===== config.mk =====
export PLATFORM = sky130hd
export DESIGN_NAME = lut3d_nbr_fetch
export DESIGN_NICKNAME = d
export VERILOG_FILES = /design/src/rtl/lut3d_pkg.sv /design/src/rtl/lut3d_addr_gen.sv /design/src/rtl/lut3d_nbr_fetch.sv
export SDC_FILE = /design/constraint.sdc
export NUM_CORES = 1
export LEC_CHECK = 0
export CORE_UTILIZATION = 35
export CTS_CLUSTER_DIAMETER = 120
export CTS_CLUSTER_SIZE = 12
export DETAILED_ROUTE_END_ITERATION = 8
export PLACE_DENSITY = 0.73
export SKIP_CTS_REPAIR_TIMING = 1
export SLEW_MARGIN = 20
export SYNTH_ARGS = -nofsm -noshare
export SYNTH_HDL_FRONTEND = slang
export SYNTH_SLANG_ARGS = --single-unit
export TNS_END_PERCENT = 5

===== constraint.sdc =====
create_clock -name clk -period 3.3 [get_ports clk]
set_input_delay 0.33 -clock clk [delete_from_list [all_inputs] [get_ports clk]]
set_output_delay 0.33 -clock clk [all_outputs]
set_load 0.1 [all_outputs]

===== src/rtl/lut3d_pkg.sv =====
// Shared constants and types for the 3D-LUT neighbour fetch block.
//   GW        grid index width per axis (17-point grid => 4 bits)
//   GRID      grid points per axis
//   AW        LUT address width (17^3 = 4913 entries)
//   STRIDE_*  address step for +1 along each axis
//   state_e   fetch FSM states
package lut3d_pkg;

  localparam int GW       = 4;
  localparam int GRID     = 17;
  localparam int AW       = 13;
  localparam int STRIDE_R = 1;
  localparam int STRIDE_G = 17;
  localparam int STRIDE_B = 289;

  typedef enum logic [1:0] {
    ST_IDLE  = 2'd0,
    ST_ISSUE = 2'd1,
    ST_DRAIN = 2'd2,
    ST_OUT   = 2'd3
  } state_e;

endpackage


===== src/rtl/lut3d_addr_gen.sv =====
// Combinational LUT address generator for one cube corner.
// Ports:
//   idx_r/g/b  grid indices of the base corner
//   corner     corner number k: bit0 = R+1, bit1 = G+1, bit2 = B+1
//   addr       idx_b*289 + idx_g*17 + idx_r + corner offset
module lut3d_addr_gen
  import lut3d_pkg::*;
#(
  parameter int IW = GW
) (
  input  logic [IW-1:0] idx_r,
  input  logic [IW-1:0] idx_g,
  input  logic [IW-1:0] idx_b,
  input  logic [2:0]    corner,
  output logic [AW-1:0] addr
);

  logic [AW-1:0] r_e, g_e, b_e, base;

  always_comb begin
    r_e  = AW'(idx_r);
    g_e  = AW'(idx_g);
    b_e  = AW'(idx_b);
    // 289 = 256 + 32 + 1, 17 = 16 + 1
    base = (b_e << 8) + (b_e << 5) + b_e + (g_e << 4) + g_e + r_e;
    addr = base
         + (corner[0] ? AW'(STRIDE_R) : '0)
         + (corner[1] ? AW'(STRIDE_G) : '0)
         + (corner[2] ? AW'(STRIDE_B) : '0);
  end

endmodule


===== src/rtl/lut3d_nbr_fetch.sv =====
// Fetches the eight LUT cube corners surrounding a pixel for trilinear
// interpolation.
// Ports:
//   clk, rst             clock, synchronous active-high reset
//   in_valid/in_ready    pixel handshake, in_pix = {B,G,R}
//   mem_rd_en/mem_addr   LUT read request; mem_rdata valid one cycle later
//   out_valid/out_ready  neighbour-set handshake
//   frac_r/g/b           fractional position per axis
//   pt_nbr[k]            corner k {B,G,R}, k bit0 = R+1, bit1 = G+1, bit2 = B+1
//
// state  | meaning
// IDLE   | ready for a pixel; indices/fracs latched on accept
// ISSUE  | 8 reads, corners 0..7, one per cycle
// DRAIN  | capture data for corner 7
// OUT    | neighbour set presented until out_ready
module lut3d_nbr_fetch #(
  parameter  int IN_CD  = 8,
  parameter  int GW     = 4,
  parameter  int LUT_CD = 8,
  localparam int FW     = IN_CD - GW,
  localparam int AW     = lut3d_pkg::AW
) (
  input  logic                clk,
  input  logic                rst,
  input  logic                in_valid,
  output logic                in_ready,
  input  logic [3*IN_CD-1:0]  in_pix,
  output logic                mem_rd_en,
  output logic [AW-1:0]       mem_addr,
  input  logic [3*LUT_CD-1:0] mem_rdata,
  output logic                out_valid,
  input  logic                out_ready,
  output logic [FW-1:0]       frac_r,
  output logic [FW-1:0]       frac_g,
  output logic [FW-1:0]       frac_b,
  output logic [3*LUT_CD-1:0] pt_nbr [7:0]
);

  import lut3d_pkg::*;

  state_e              state_q, state_d;
  logic [2:0]          k_q;
  logic [GW-1:0]       idx_r_q, idx_g_q, idx_b_q;
  logic [FW-1:0]       frac_r_q, frac_g_q, frac_b_q;
  logic                cap_en_q;
  logic [2:0]          cap_k_q;
  logic [3*LUT_CD-1:0] pt_q [7:0];
  logic [AW-1:0]       corner_addr;

  lut3d_addr_gen #(.IW(GW)) u_addr_gen (
    .idx_r  (idx_r_q),
    .idx_g  (idx_g_q),
    .idx_b  (idx_b_q),
    .corner (k_q),
    .addr   (corner_addr)
  );

  always_comb begin
    state_d   = state_q;
    in_ready  = 1'b0;
    mem_rd_en = 1'b0;
    out_valid = 1'b0;
    case (state_q)
      ST_IDLE: begin
        in_ready = 1'b1;
        if (in_valid) state_d = ST_ISSUE;
      end
      ST_ISSUE: begin
        mem_rd_en = 1'b1;
        if (k_q == 3'd7) state_d = ST_DRAIN;
      end
      ST_DRAIN: state_d = ST_OUT;
      ST_OUT: begin
        out_valid = 1'b1;
        if (out_ready) state_d = ST_IDLE;
      end
      default: state_d = ST_IDLE;
    endcase
    mem_addr = mem_rd_en ? corner_addr : '0;
  end

  always_ff @(posedge clk) begin
    if (rst) begin
      state_q  <= ST_IDLE;
      k_q      <= '0;
      idx_r_q  <= '0;
      idx_g_q  <= '0;
      idx_b_q  <= '0;
      frac_r_q <= '0;
      frac_g_q <= '0;
      frac_b_q <= '0;
      // clearing the capture strobe drops read data still in flight
      cap_en_q <= 1'b0;
      cap_k_q  <= '0;
      for (int i = 0; i < 8; i++) pt_q[i] <= '0;
    end else begin
      state_q  <= state_d;
      cap_en_q <= mem_rd_en;
      cap_k_q  <= k_q;
      if (state_q == ST_IDLE && in_valid) begin
        idx_r_q  <= in_pix[IN_CD-1 -: GW];
        idx_g_q  <= in_pix[2*IN_CD-1 -: GW];
        idx_b_q  <= in_pix[3*IN_CD-1 -: GW];
        frac_r_q <= in_pix[FW-1:0];
        frac_g_q <= in_pix[IN_CD+FW-1 -: FW];
        frac_b_q <= in_pix[2*IN_CD+FW-1 -: FW];
        k_q      <= '0;
      end else if (state_q == ST_ISSUE) begin
        k_q <= k_q + 3'd1;
      end
      if (cap_en_q) pt_q[cap_k_q] <= mem_rdata;
    end
  end

  assign frac_r = frac_r_q;
  assign frac_g = frac_g_q;
  assign frac_b = frac_b_q;
  assign pt_nbr = pt_q;

endmodule


==> run_results.csv, run 1 <==
group,metric,value,unit
floorplan,die_h,162,µm
route,drc,0,
layout,diodes,0,
route,via_per_inst,4.84,
floorplan,die-area,0.0263,mm²
sta,period_minus_slack,3910,ps
pwr,powerDensity,598,mW/mm²
synthesis,async_reset_ff_share,0,%
synthesis,synth-edff-count,0,
synthesis,synth.area.top_cells,"dfxtp_1, nand2_1, a21oi_1",
floorplan,num_io_pins,272,
cts,cts_tree,"yes",
setup_path,critPathMaxFanout,3,
pwr,total_power,0.00760,W
cts,path_clk_slew,60,ps
route,via_count,8222,
route,routed_wl,27.4,mm
cts,clock_latency,500,ps
grt,antenna_found_initial,0,
synthesis,syn-num-nets,1232,
sta,fin_skew,6.81,ps
placement,io_buffers,271,
setup_path,r2r_cells,5,
floorplan,die_w,162,µm
placement,place_area,0.0121,mm²
sta,fmaxAchievable,0.256,GHz
setup_path,required,2970,ps
grt,grt_pass1_vias,7749,
layout,n_fill_cell,2337,
setup_path,rrSetupSlack,1330,ps
setup_path,cp-start-kind,"flip-flop",
route,wire_per_inst,16.1,µm
synthesis,yosysWarnings,0,
setup_path,critical_path_arrival,3580,ps
synthesis,ys_seq_area_share,50.2,%
synthesis,synth_top_area_cell,"dfxtp_1",
grt,grt_usage,20.4,%
grt,grtUsageMet2,34.1,%
setup_path,r2r_end,"state_q[1]$_SDFFE_PP0P_",
grt,grtUsageMet1,26.5,%
synthesis,synth_ff_type,"dfxtp_1",
layout,postLayoutCellArea,0.0127,mm²
grt,use_met3,4.29,%
cts,cts.sinks,225,
sta,slew_headroom,29.7,%
pwr,p_leak,4.48,nW
placement,globalplace.congestion,0.872,
grt,overflow,0,
run_status,violations,"negative setup slack",
cts,root_buffer,"clkbuf_16",
cts,htree_num_levels,1,
route,drt_iter0_drc,642,
floorplan,core.rowCount,58,
min_path,hold_path_depth,2,
sta,final_max_slew_viol_count,0,
setup_path,path_class,"flip-flop to output pin",
synthesis,synth_cell_types,44,
layout,drive_gt1_share,7.30,%
cts,clock_path_buffers,3,
min_path,hold_class,"input port to flip-flop",
sta,worstMarginPinSlew,1050,ps
floorplan,start_util,35.6,%
sta,fin_crit_sh,119,%
route,drtAntennaViolNets,0,
synthesis,avgSynthCellArea,7.85,µm²
sta,rsz0062_at_grt,"true",
synthesis,ys_ff_latch,225,
grt,grt_pass1_wl,42.6,mm
layout,area_growth,41.6,%
synthesis,synthCells,1143,
min_path,min_from,"rst",
placement,hpwl,19.1,mm
sta,fin_worst_hold_slack,360,ps
floorplan,core,0.0252,mm²
grt,globalRoute.busiestLayer,"met2",
synthesis,yosysTopAreaCellShare,50.2,%
setup_path,rr_startpoint,"state_q[1]$_SDFFE_PP0P_",
placement,dpl_worst_slack,-134,ps
pwr,vdd_drop_max,0.477,mV
layout,finalNetCount,1459,
min_path,hold_end,"frac_r[0]$_SDFFE_PP0P_",
cts,cts_made_buffers,22,
setup_path,cp-end-kind,"output pin",
grt,grt_start_max_net_pins,104,
job,cap_violations,0,
run_status,status,"finished with violations",
sta,setup_ws,-611,ps
synthesis,synth.most_common_cell,"nand2_1",
sta,hold_viol,0,
synthesis,synth_top_cells_by_count,"nand2_1, dfxtp_1, a21oi_1",
sta,setup_viol,11,
synthesis,netlist_area,0.00897,mm²
route,dr.pass1.iters,5,
sequential cells by signal (all words and copies together) (netlist names):
register / flops
idx_g_q: 4
idx_b_q: 4
frac_g: 4
frac_r: 4
state_q: 2
k_q: 3
cap_k_q: 3
pt_nbr: 192
idx_r_q: 4
frac_b: 4
cap_en_q: 1
cell type report:
cell class / instances / area [µm²] / area share, %
Inverter: 33 / 124 / 0.975
Clock inverter: 1 / 5.00 / 0.0394
Sequential cell: 225 / 4510 / 35.5
Multi-Input combinational cell: 794 / 4050 / 31.9
Timing Repair Buffer: 294 / 3030 / 23.9
Clock buffer: 23 / 576 / 4.53
Tap cell: 330 / 413 / 3.25
worst max-delay path, cell delays in order (launching register included):
cell       delay [ps]
dfxtp_2           330
fa_1              530
inv_1              50
fa_1              440
inv_1              70
ha_2              180
inv_2              40
fa_2              350
nor2b_4           130
o2111ai_2         160
nand3b_1          160
nand2b_1          100
a311oi_4          310
buf_12            220
through the flow:
step                cells  setup TNS (ps)  util [%]
floorplan            1143           -2450         -
global placement     1675            -116      47.9
finish               1700           -4270      50.5
detailed placement   1675            -209      47.9
CTS                  1699           -5140      50.2
global route         1700           -5710      50.5
where the power goes:
group | internal [W] | leakage (nW) | switching [W]
Combinational | 0.000713 | 2.37 | 0.00175
Sequential | 0.00285 | 1.82 | 0.0000928
Clock | 0.00122 | 0.287 | 0.000972
Total | 0.00479 | 4.48 | 0.00281
placed cells by master, fill, tap and decap left out, types with 4 or more instances in the layout:
| master | n |
|---|---|
| nand2_1 | 447 |
| buf_4 | 24 |
| nor2_1 | 8 |
| clkbuf_16 | 23 |
| mux2i_1 | 4 |
| nor2b_1 | 7 |
| dfxtp_1 | 223 |
| buf_12 | 15 |
| inv_1 | 30 |
| nand3_1 | 7 |
| a21oi_1 | 221 |
| nand2b_1 | 5 |
| clkdlybuf4s50_1 | 254 |
| fa_1 | 7 |
| ha_1 | 26 |
| nor2_2 | 4 |
routing by layer:
layer | wire length (µm) | part of all wire [%]
met1 | 11500 | 42
met2 | 13100 | 48
met3 | 2190 | 8.0
met4 | 487 | 1.8
met5 | 0 | 0
logic make-up (layout without fill, tap and decap cells):
group / Yosys count / after routing / synth area share, %
buf+inv: 124 / 351 / 6.01
xor+xnor: 5 / 5 / 0.488
simple gates: 506 / 506 / 22.8
mux: 7 / 7 / 0.781
flops: 225 / 225 / 50.2
compound gates: 239 / 239 / 13.9
fa+ha+maj: 37 / 37 / 5.83
how the worst max path moves through the flow:
stage | to | startpoint | slack, ps | depth (start not counted)
final | mem_addr[12] | k_q[0]$_SDFFE_PP0P_ | -610 | 13
after CTS | mem_addr[11] | k_q[0]$_SDFFE_PP0P_ | -680 | 12
after floorplan | mem_addr[12] | k_q[0]$_SDFFE_PP0P_ | -400 | 12
after global routing | mem_addr[12] | k_q[0]$_SDFFE_PP0P_ | -750 | 13
after detailed placement | mem_addr[11] | k_q[0]$_SDFFE_PP0P_ | -130 | 12
after global placement | mem_addr[11] | k_q[0]$_SDFFE_PP0P_ | -80 | 12
No activity file was read; power rests on OpenSTA's default activity.
==> run 2, diff against run 1 <==
- GPL_TIMING_DRIVEN: unset -> 0
==> run_results.csv, run 2 (synthesis results as in run 1) <==
group,metric,value,unit
sta,worstMarginPinSlew,1100,ps
sta,slew_headroom,26.4,%
cts,cts_made_buffers,22,
sta,fin_skew,20.9,ps
job,cap_violations,0,
layout,utilization,50.1,%
setup_path,slowest_stage,"fa_1",
setup_path,required,2970,ps
placement,dpl.cell_count,1719,
pwr,clockPowerShare,28.9,%
route,drc,0,
layout,diodes,0,
floorplan,start_util,35.6,%
min_path,hold_class,"input port to flip-flop",
sta,hold_viol,0,
sta,totalNegativeSetupSlack,-4270,ps
setup_path,cp-end-kind,"output pin",
placement,io_buffers,246,
run_status,status,"finished with violations",
pwr,switching_share,38.0,%
sta,rsz0062_at_grt,"true",
grt,grt_usage,21.2,%
layout,finalNetCount,1502,
setup_path,critical_path_arrival,3600,ps
route,drt_iter0_drc,626,
sta,final_max_slew_viol_count,0,
layout,layout_commonest_cell,"nand2_1",
route,via_count,8495,
floorplan,die-area,0.0263,mm²
layout,final_cell_mix,"nand2_1, clkdlybuf4s50_1, dfxtp_1",
pwr,powerDensity,600,mW/mm²
pwr,vdd_drop_max,0.603,mV
setup_path,cp-start-kind,"flip-flop",
layout,fin_cells,1743,
setup_path,crit_top_cell,"inv_1",
placement,globalplace.congestion,0.884,
sta,setup_ws,-631,ps
cts,cts_tree,"yes",
setup_path,path_class,"flip-flop to output pin",
cts,clock_path_buffers,3,
route,dr.pass1.iters,5,
floorplan,die_h,162,µm
floorplan,core.rowCount,58,
layout,area_growth,40.6,%
cts,clock_latency,520,ps
sta,fin_crit_sh,119,%
route,via_per_inst,4.87,
setup_path,critPathMaxFanout,4,
pwr,internal_power,0.00470,W
grt,overflow,0,
grt,grt_start_max_net_pins,13,
pwr,total_power,0.00758,W
grt,grt_pass1_wl,43.4,mm
placement,dpl_worst_slack,-1150,ps
layout,largest_register_ffs,192,
sta,setup_viol,12,
setup_path,path_cells,"fa_1 -> inv_1 -> fa_2 -> inv_1 -> ha_2 -> inv_1 -> fa_2 -> nor2b_4 -> o2111ai_4 -> nand3b_1 -> nand2b_1 -> a311oi_4 -> buf_12",
route,wire_per_inst,16.6,µm
grt,antenna_found_initial,1,
cts,path_clk_slew,60,ps
pwr,p_comb_share,32.1,%
placement,hpwl,21.4,mm
cts,htree_num_levels,1,
floorplan,core,0.0252,mm²
route,drtAntennaViolNets,0,
setup_path,slowest_delay,530,ps
pwr,p_leak,4.50,nW
pwr,switchingPower,0.00288,W
sta,period_minus_slack,3930,ps
floorplan,die_w,162,µm
cts,root_buffer,"clkbuf_16",
pwr,pwr-share-seq,39.0,%
grt,grt_pass1_vias,7801,
run_status,violations,"negative setup slack",
floorplan,num_io_pins,272,
route,routed_wl,28.9,mm
layout,drive_gt1_share,8.63,%
sta,fmaxAchievable,0.254,GHz
cts,cts.sinks,225,
-- run 2: changes by cell type in the layout (fill, tap and decap cells not counted), sizes merged --
| cell | before | now |
|---|---|---|
| buf | 40 | 67 |
| clkdlybuf4s50 | 254 | 233 |
| clkinv | 1 | 2 |
| clkbuf | 23 | 59 |
-- run 2: power groups by stage --
| stage | Combinational [W] | Clock (W) | Sequential (W) |
|---|---|---|---|
| after floorplan | 0.00118 | 0 | 0.00357 |
| after global placement | 0.00231 | 0 | 0.00300 |
| after detailed placement | 0.00233 | 0 | 0.00301 |
| after CTS | 0.00234 | 0.00222 | 0.00295 |
| after global routing | 0.00258 | 0.00233 | 0.00297 |
| final | 0.00243 | 0.00219 | 0.00295 |
-- run 2: path summary, 6_finish.rpt --
check,startpoint,end,slack (ps),depth (start not counted)
max,k_q[0]$_SDFFE_PP0P_,mem_addr[12],-630,13
min,mem_rdata[20],pt_nbr[92]$_SDFFE_PP0P_,140,3
max reg2reg,state_q[0]$_SDFFE_PP0P_,idx_r_q[1]$_SDFFE_PP0P_,1470,7
min reg2reg,pt_nbr[169]$_SDFFE_PP0P_,pt_nbr[169]$_SDFFE_PP0P_,450,2
-- run 2: layer usage --
layer | track usage (%) | part of all wire (%) | vias to the layer above | wire length (µm)
met1 | 26.3 | 41 | 3838 | 11900
met3 | 4.60 | 7.4 | 80 | 2130
li1 | - | - | 4200 | -
met5 | 0 | 0.045 | - | 13
met2 | 35.1 | 47 | 375 | 13500
met4 | 9.78 | 4.4 | 2 | 1260
-- run 2: metrics by stage --
stage,instance area (µm²),hold WS [ps]
after floorplan,9030,436
after global placement,11900,440
after detailed placement,11900,446
after CTS,12500,127
after global routing,12600,138
final,12600,138
-- run 2: area by class of cell --
class                           instances  area [µm²]
Clock buffer                           22         551
Multi-Input combinational cell        794        4050
Sequential cell                       225        4510
Fill cell                            2369       12600
Timing Repair Buffer                  246        2540
Buffer                                 91         415
Clock inverter                          2        21.3
Inverter                               33         124
Tap cell                              330         413
-- run 2: worst max-delay path: cells and delay by family (launching register included) --
kind / cells / cell delay (ps)
and+or+nand+nor: 3 / 460
adders and majority gates: 4 / 1480
DFF: 1 / 350
buffers and inverters: 4 / 390
AOI/OAI and AO/OA: 2 / 430
==> run 3, diff against run 2 <==
--- a/config.mk
+++ b/config.mk
@@ -11,4 +11,5 @@
 export DETAILED_ROUTE_END_ITERATION = 8
 export GPL_TIMING_DRIVEN = 0
+export HOLD_SLACK_MARGIN = 0.06
 export PLACE_DENSITY = 0.73
 export SKIP_CTS_REPAIR_TIMING = 1
==> constraint.sdc (replaced) <==
create_clock -name clk -period 3.3 [get_ports clk]
set_input_delay 0.66 -clock clk [delete_from_list [all_inputs] [get_ports clk]]
set_output_delay 0.66 -clock clk [all_outputs]
set_load 0.1 [all_outputs]
==> run_results.csv, run 3 (synthesis results as in run 1) <==
group,metric,value,unit
setup_path,slowest_delay,530,ps
sta,fmaxAchievable,0.233,GHz
setup_path,critPathMaxFanout,3,
sta,period_minus_slack,4290,ps
cts,root_buffer,"clkbuf_16",
placement,place_area,0.0119,mm²
setup_path,cp-start-kind,"flip-flop",
placement,io_buffers,246,
job,cap_violations,0,
run_status,violations,"negative setup slack",
floorplan,core,0.0252,mm²
layout,n_fill_cell,2389,
route,drt_iter0_drc,570,
sta,fin_crit_sh,130,%
floorplan,core.rowCount,58,
pwr,internal_power,0.00473,W
floorplan,die_h,162,µm
pwr,pwr-share-seq,38.8,%
layout,largest_register_ffs,192,
sta,setup_ws,-993,ps
route,via_per_inst,4.87,
route,dr.pass1.iters,7,
run_status,status,"finished with violations",
setup_path,path_cells,"fa_1 -> inv_1 -> fa_2 -> inv_2 -> ha_4 -> inv_2 -> fa_2 -> nor2b_4 -> o2111ai_4 -> nand3b_1 -> nand2b_1 -> a311oi_4 -> buf_12",
pwr,vdd_drop_max,0.686,mV
grt,grt_pass1_vias,7966,
layout,diodes,0,
floorplan,num_io_pins,272,
sta,fin_skew,9.56,ps
floorplan,die-area,0.0263,mm²
min_path,hold_class,"flip-flop to flip-flop",
cts,cts.sinks,225,
pwr,p_leak,4.51,nW
sta,final_max_slew_viol_count,0,
cts,clock_path_buffers,3,
setup_path,cp_top_family,"adder cells",
cts,cts_made_buffers,22,
setup_path,cp-end-kind,"output pin",
sta,slew_headroom,27.4,%
layout,drive_gt1_share,9.33,%
setup_path,path_class,"flip-flop to output pin",
layout,multi_input_area,0.00408,mm²
route,routed_wl,29.2,mm
layout,finalNetCount,1504,
pwr,switchingPower,0.00288,W
sta,totalNegativeSetupSlack,-8200,ps
setup_path,slowest_stage,"fa_1",
placement,globalplace.congestion,0.889,
cts,cts_tree,"yes",
sta,worstMarginPinSlew,1090,ps
pwr,powerDensity,601,mW/mm²
route,drc,0,
layout,area_growth,41.3,%
cts,htree_num_levels,1,
pwr,clockPowerShare,28.5,%
sta,rsz0062_at_grt,"true",
route,drtAntennaViolNets,0,
setup_path,crit_buf_inv,4,
layout,seq_area,0.00451,mm²
sta,hold_viol,0,
layout,postLayoutCellArea,0.0127,mm²
pwr,p_comb_share,32.7,%
floorplan,die_w,162,µm
floorplan,start_util,35.6,%
grt,grt_usage,21.5,%
layout,layout_commonest_cell,"nand2_1",
layout,utilization,50.4,%
grt,overflow,0,
grt,antenna_found_initial,0,
sta,setup_viol,12,
placement,hpwl,21.6,mm
cts,clock_latency,500,ps
cts,path_clk_slew,60,ps
setup_path,required,2640,ps
route,wire_per_inst,16.7,µm
grt,grt_pass1_wl,43.9,mm
layout,final_cell_mix,"nand2_1, clkdlybuf4s50_1, a21oi_1, dfxtp_1, buf_2",
grt,grt_start_max_net_pins,13,
setup_path,critical_path_arrival,3630,ps
pwr,switching_share,37.8,%
route,via_count,8505,
run 3: stage by stage:
| stage | hold WS, ps | worst slack (ps) | cells | power (W) |
|---|---|---|---|---|
| floorplan | 436 | -717 | 1143 | 0.00475 |
| global placement | 441 | -1480 | 1719 | 0.00532 |
| detailed placement | 446 | -1490 | 1719 | 0.00535 |
| CTS | 454 | -2060 | 1743 | 0.00752 |
| global route | 468 | -1100 | 1745 | 0.00795 |
| finish | 452 | -993 | 1745 | 0.00761 |
run 3: metal layers:
layer  up-vias  routed length, µm  track usage [%]
li1       4198                  -                -
met1      3976              12000             25.9
met2       281              14200             37.4
met3        50               2020             4.62
met4         0                946             7.89
met5         -                  0                0
run 3: cell type report:
cell class,count,share of cell area (%)
buffer,91,3.28
multi-input combinational,794,32.2
timing repair buffer,248,20.2
clock buffer,22,4.34
tap,330,3.26
sequential,225,35.6
clock inverter,2,0.168
inverter,33,0.977
run 3: worst min-delay path: cells and delay by family (launching register included):
family / cells / cell delay, ps
DFF: 1 / 310
and+or+nand+nor: 1 / 50
AOI/OAI and AO/OA: 1 / 50
run 3: final timing paths:
check                           startpoint                       end  slack (ps)  cells past startpoint
setup / recovery       k_q[0]$_SDFFE_PP0P_              mem_addr[12]        -990                     13
hold / removal    pt_nbr[157]$_SDFFE_PP0P_  pt_nbr[157]$_SDFFE_PP0P_         450                      2
setup reg to reg   state_q[1]$_SDFFE_PP0P_   idx_g_q[0]$_SDFFE_PP0P_        1440                      7
hold reg to reg   pt_nbr[157]$_SDFFE_PP0P_  pt_nbr[157]$_SDFFE_PP0P_         450                      2
run 3: power groups by stage:
stage,logic (W),clock network (W),registers [W]
2_1_floorplan,0.00118,0,0.00357
3_3_place_gp,0.00231,0,0.00301
3_5_place_dp,0.00234,0,0.00301
4_1_cts,0.00235,0.00221,0.00295
5_1_grt,0.00265,0.00234,0.00297
6_report,0.00249,0.00217,0.00295
